$ cat src/rtl/dcache_ctrl_if.sv
// Memory-side bus of the L1 data cache: line request/acknowledge handshake
// with 128-bit write-back and refill data paths.
interface dcache_ctrl_if #(
    parameter int ADDR_W = 32
);
    logic              mem_req_o;
    logic              mem_we_o;
    logic [ADDR_W-1:0] mem_addr_o;
    logic [127:0]      mem_data_o;
    logic              mem_ack_i;
    logic [127:0]      mem_data_i;

    modport master (
        output mem_req_o, mem_we_o, mem_addr_o, mem_data_o,
        input  mem_ack_i, mem_data_i
    );

    modport slave (
        input  mem_req_o, mem_we_o, mem_addr_o, mem_data_o,
        output mem_ack_i, mem_data_i
    );
endinterface

$ cat src/rtl/dcache_ctrl.sv
// Direct-mapped, write-back, write-allocate L1 data cache controller with
// same-cycle hits and a stalling write-back/refill FSM on misses.
module dcache_ctrl #(
    parameter int LINES  = 16,
    parameter int ADDR_W = 32
) (
    input  logic              clk_i,
    input  logic              rst_i,
    input  logic              req_i,
    input  logic              we_i,
    input  logic [ADDR_W-1:0] addr_i,
    input  logic [31:0]       data_i,
    output logic [31:0]       data_o,
    output logic              stall_o,
    dcache_ctrl_if.master     mem
);
    localparam int IDX_W = $clog2(LINES);
    localparam int TAG_W = ADDR_W - 4 - IDX_W;

    typedef enum logic [1:0] {IDLE, WRITEBACK, ALLOCATE} state_t;

    state_t             state, state_nxt;
    logic [LINES-1:0]   valid, dirty;
    logic [TAG_W-1:0]   tag_arr  [LINES];
    logic [127:0]       line_arr [LINES];

    logic [1:0]         word_sel;
    logic [IDX_W-1:0]   idx, miss_idx;
    logic [TAG_W-1:0]   tag, miss_tag;
    logic               hit, miss, victim_dirty;
    logic               unused_ok;

    assign word_sel     = addr_i[3:2];
    assign idx          = addr_i[4 +: IDX_W];
    assign tag          = addr_i[ADDR_W-1:4+IDX_W];
    assign hit          = req_i & valid[idx] & (tag_arr[idx] == tag);
    assign miss         = req_i & ~hit;
    assign victim_dirty = valid[idx] & dirty[idx];
    assign unused_ok    = &{1'b0, addr_i[1:0]};

    always_ff @(posedge clk_i or negedge rst_i) begin
        if (!rst_i) state <= IDLE;
        else        state <= state_nxt;
    end

    always_comb begin
        state_nxt = state;
        case (state)
            IDLE:      if (miss) state_nxt = victim_dirty ? WRITEBACK : ALLOCATE;
            WRITEBACK: if (mem.mem_ack_i) state_nxt = ALLOCATE;
            ALLOCATE:  if (mem.mem_ack_i) state_nxt = IDLE;
            default:   state_nxt = IDLE;
        endcase
    end

    always_comb begin
        data_o  = 32'h0;
        stall_o = (state != IDLE) | miss;
        if (state == IDLE && hit)
            data_o = line_arr[idx][{word_sel, 5'b00000} +: 32];
    end

    // Status bits and the registered memory port; the port fields are loaded
    // once per phase so they stay stable for the whole request.
    always_ff @(posedge clk_i or negedge rst_i) begin
        if (!rst_i) begin
            valid          <= '0;
            dirty          <= '0;
            mem.mem_req_o  <= 1'b0;
            mem.mem_we_o   <= 1'b0;
            mem.mem_addr_o <= '0;
            mem.mem_data_o <= '0;
        end else begin
            case (state)
                IDLE: begin
                    if (hit && we_i) begin
                        dirty[idx] <= 1'b1;
                    end else if (miss) begin
                        mem.mem_req_o <= 1'b1;
                        if (victim_dirty) begin
                            mem.mem_we_o   <= 1'b1;
                            mem.mem_addr_o <= {tag_arr[idx], idx, 4'b0000};
                            mem.mem_data_o <= line_arr[idx];
                        end else begin
                            mem.mem_we_o   <= 1'b0;
                            mem.mem_addr_o <= {tag, idx, 4'b0000};
                        end
                    end
                end
                WRITEBACK: begin
                    if (mem.mem_ack_i) begin
                        dirty[miss_idx] <= 1'b0;
                        mem.mem_we_o    <= 1'b0;
                        mem.mem_addr_o  <= {miss_tag, miss_idx, 4'b0000};
                    end
                end
                ALLOCATE: begin
                    if (mem.mem_ack_i) begin
                        valid[miss_idx] <= 1'b1;
                        dirty[miss_idx] <= 1'b0;
                        mem.mem_req_o   <= 1'b0;
                        mem.mem_we_o    <= 1'b0;
                    end
                end
                default: ;
            endcase
        end
    end

    // Tag/data arrays and the latched miss address carry no reset; valid
    // bits gate every use of them.
    always_ff @(posedge clk_i) begin
        if (state == IDLE && miss) begin
            miss_idx <= idx;
            miss_tag <= tag;
        end
        if (state == IDLE && hit && we_i)
            line_arr[idx][{word_sel, 5'b00000} +: 32] <= data_i;
        if (state == ALLOCATE && mem.mem_ack_i) begin
            line_arr[miss_idx] <= mem.mem_data_i;
            tag_arr[miss_idx]  <= miss_tag;
        end
    end
endmodule

$ cat src/flat_wrapper.sv
// flat-port wrapper written by rule: the top's interface ports become plain ports
module dcache_ctrl_flat 
#(
    parameter int LINES  = 16,
    parameter int ADDR_W = 32
)
  (clk_i, rst_i, req_i, we_i, addr_i, data_i, data_o, stall_o, mem_mem_req_o, mem_mem_we_o, mem_mem_addr_o, mem_mem_data_o, mem_mem_ack_i, mem_mem_data_i);
  dcache_ctrl_if #(.ADDR_W(ADDR_W)) mem_i ();
  input  logic clk_i;
  input  logic rst_i;
  input  logic req_i;
  input  logic we_i;
  input  logic [ADDR_W-1:0] addr_i;
  input  logic [31:0] data_i;
  output logic [31:0] data_o;
  output logic stall_o;
  output wire logic [$bits(mem_i.mem_req_o)-1:0] mem_mem_req_o;
  output wire logic [$bits(mem_i.mem_we_o)-1:0] mem_mem_we_o;
  output wire logic [$bits(mem_i.mem_addr_o)-1:0] mem_mem_addr_o;
  output wire logic [$bits(mem_i.mem_data_o)-1:0] mem_mem_data_o;
  input wire logic [$bits(mem_i.mem_ack_i)-1:0] mem_mem_ack_i;
  input wire logic [$bits(mem_i.mem_data_i)-1:0] mem_mem_data_i;
  assign mem_mem_req_o = mem_i.mem_req_o;
  assign mem_mem_we_o = mem_i.mem_we_o;
  assign mem_mem_addr_o = mem_i.mem_addr_o;
  assign mem_mem_data_o = mem_i.mem_data_o;
  assign mem_i.mem_ack_i = mem_mem_ack_i;
  assign mem_i.mem_data_i = mem_mem_data_i;
  dcache_ctrl #(.LINES(LINES), .ADDR_W(ADDR_W)) u_core (.clk_i(clk_i), .rst_i(rst_i), .req_i(req_i), .we_i(we_i), .addr_i(addr_i), .data_i(data_i), .data_o(data_o), .stall_o(stall_o), .mem(mem_i));
endmodule
$ cat config.mk
export PLATFORM = sky130hd
export DESIGN_NAME = dcache_ctrl_flat
export DESIGN_NICKNAME = d
export VERILOG_FILES = /design/src/rtl/dcache_ctrl_if.sv /design/src/rtl/dcache_ctrl.sv /design/src/flat_wrapper.sv
export SDC_FILE = /design/constraint.sdc
export NUM_CORES = 2
export LEC_CHECK = 0
export ABC_CLOCK_PERIOD_IN_PS = 7700
export BUFFER_PORTS_ARGS = -buffer_cell sky130_fd_sc_hd__buf_4
export CAP_MARGIN = 5
export CORE_MARGIN = 3
export CORE_UTILIZATION = 42
export DETAILED_ROUTE_END_ITERATION = 7
export RECOVER_POWER = 100
export SYNTH_ARGS = -nofsm -noshare
export SYNTH_HDL_FRONTEND = slang
export SYNTH_SLANG_ARGS = --single-unit
$ cat constraint.sdc
create_clock -name clk_i -period 7.7 [get_ports clk_i]
set_input_delay 0.77 -clock clk_i [delete_from_list [all_inputs] [get_ports clk_i]]
set_output_delay 0.77 -clock clk_i [all_outputs]
set_load 0.02 [all_outputs]
==> out/qor.txt <==
Clk_lat worst skew = 930 ps
Crit-path max FO = 49
Crit path from = u_core.state[0]
Post-CTS Setup Inserts = 0
DRC Markers = 0
Mapped cell area = 0.104 mm2
Avg WL per Cell = 35.2 um
Clk root buf = clkbuf_16
Share of cells above drive strength 1 = 0.296
Hold Crit Class = primary input to flop
Final setup fails = 0
Cell area power density = 303 mW/mm2
Async S/R FF share, synth = 0.0724
Worst Path Arrival = 7310 ps
PortBufs = 385
Avg Cell Area, Syn = 23.0 um2
Placed Instance Area = 0.112 mm2
Cell variety after synth = 71
Hold slack = 181 ps
Reg2reg path depth = 6
Max-slew violations = 596
Gpl congestion = 0.821
Setup TNS = 0 ps
Most used DFF post-synth = edfxtp_1
GRT Total Usage = 0.237
Row count = 182
Max Cap Viol = 27
Mapped Cells = 4533
Die Ht = 504 um
Multi-input logic area = 0.0240 mm2
Ys Warns = 0
Filler instances = 20084
Worst Setup Slack, final = 993 ps
CTS tree = built
Area Overhead vs Synth = 14.6%
Post-route cell area = 0.119 mm2
Sink Count = 2652
Crit path launch type = flop
Clock-pin slew on the worst setup and hold paths = 60 ps
Worst Tran Pin Value = 5690 ps
Synth area leader = edfxtp_1
Seq/Total Area, Yosys = 0.756
Initial Util = 0.423
Max Clk Rate = 149 MHz
Final clock skew = 94.8 ps
Initial antenna violation count = 53
Die area = 0.254 mm2
Synth Register Bits = 2652
RR Endpoint = u_core.line_arr[14][106]
Status = finished, violations left
Die width = 504 um
Slew HR = -2.79
Via count = 51995
Pre-CTS WS = 1200 ps
RSZ-0062 raised after global routing = no
Internal reg-to-reg setup slack = 990 ps
Post-synth EDFFs = 2460
Crit end category = flop
CP Class = flop to flop
Ranking of synthesized cells by area = edfxtp_1 71%, mux4_2 16%, dfrtp_1 4.6%
Post-synth top cells = 2460 x edfxtp_1, 758 x mux4_2, 192 x dfrtp_1
Crit path time final = 6710 ps
Worst r2r src = u_core.state[0]
Leakage dissipation = 38.3 nW
Largest net degree at the start of global routing = 134
Total CTS buffers = 293
Fin. Hold Viols = 0
First drt pass iteration count = 5
Number of global-route vias before repair = 51795
Layout Nets = 5292
Sequential Area = 0.0787 mm2
First-pass GRT wire length = 420000 um
Drt initial violations = 6506
Routed WL = 305000 um
Grt ovf = 0
DR vias/cell = 6.00
CP endpoint = u_core.line_arr[14][106]
Synth top area share = 0.709
Failing checks = capacitance limit, slew limit
Detailed placer's ending HPWL = 179000 um
Maximum clock path buffer count = 4
Top Ports = 392
DRT antenna net count = 0
Period Utilization, post-route = 0.871
Resized Gates After CTS = 0
Peak supply drop = 0.000234 V
Most frequent cell after synthesis = edfxtp_1
Core area = 0.246 mm2
H-tree Lvls = 5
Worst Path Required = 8310 ps
Number of cells on the worst hold path = 1
Total Power = 36.1 mW
## stage by stage
stage	std cells	util
final	8672	0.485
after global routing	8636	0.484
after CTS	8607	0.491
after detailed placement	8101	0.454
after global placement	8101	0.454
after floorplan	4536	-
## power breakdown
group	internal [mW]	total [mW]	leakage [nW]	switching [mW]
registers	17.3	17.9	24.6	0.570
clock network	7.92	13.4	4.43	5.49
logic	1.46	4.79	9.29	3.33
total	26.7	36.1	38.3	9.39
## cell families after synthesis
group           after synthesis  synth area share
flops                      2652             0.756
mux                         968             0.190
buf+inv                     327            0.0147
compound gates              284            0.0230
simple gates                266            0.0129
xor+xnor                     26           0.00219
fa+ha+maj                     9           0.00108
other cells                   1         0.0000360
## placed cells by master (no fill, tap or decap), drive strengths merged, types with 5 or more instances in the layout
cell         n
o31a         5
mux2       153
nor2       100
a211oi       9
mux4       758
o22ai        9
edfxtp    2460
a21oi        9
ha           9
o41ai       11
xor2        11
or2         26
xnor2       15
dfrtp      192
nor2b       42
clkbuf     692
a22o       129
a22oi       23
a222oi      13
a2111oi      9
mux2i       57
bufinv      19
o32a         7
diode       64
a221oi      14
inv         75
nor4         8
clkinv      73
o31ai       11
nand2b       7
nand2       48
clkinvlp     8
buf        219
nand3       13
o21ai       12
## cell type report
class	instances	share of cell area
antenna	64	0.00134
clock buffer	395	0.0672
clock inverter	110	0.00912
inverter	65	0.00205
multi-input combinational	1557	0.201
sequential	2652	0.660
tap	3312	0.0347
timing repair buffer	517	0.0252
## how the worst min path moves through the flow
stage,from,endpoint
2_1_floorplan,u_core.valid[10],u_core.valid[10]
4_1_cts,addr_i[19],u_core.miss_tag[11]
5_1_grt,addr_i[19],u_core.miss_tag[11]
3_5_place_dp,u_core.valid[11],u_core.valid[11]
3_3_place_gp,u_core.valid[6],u_core.valid[6]
6_report,addr_i[19],u_core.miss_tag[11]
## sequential cells by signal, summed over array words and instances, names as in the netlist
signal	count
u_core.dirty	16
u_core.line_arr	2048
u_core.mem.mem_addr_o	28
u_core.mem.mem_data_o	128
u_core.mem.mem_req_o	1
u_core.mem.mem_we_o	1
u_core.miss_idx	4
u_core.miss_tag	24
u_core.state	2
u_core.tag_arr	384
u_core.valid	16
## repair_timing
item                                    4_1_cts  5_1_grt
hold buffers                                  1        0
endpoints found under the setup margin        0        0
hold endpoints to repair                     90        0
## per-layer routing
layer	up-vias	global-route usage	routed length, um
met1	28227	0.316	114000
met2	2676	0.377	147000
met3	569	0.0508	27600
met4	20	0.110	16000
met5	-	0	344
li1	20503	-	-
## worst max-delay path, cell delays in order (launching register included)
cell and delay, ps:
dfrtp_1 410, inv_1 120, ha_1 240, and2_0 1030, clkbuf_1 2960, buf_4 900
a22o_1 680
(Power assumes the default switching activity.)
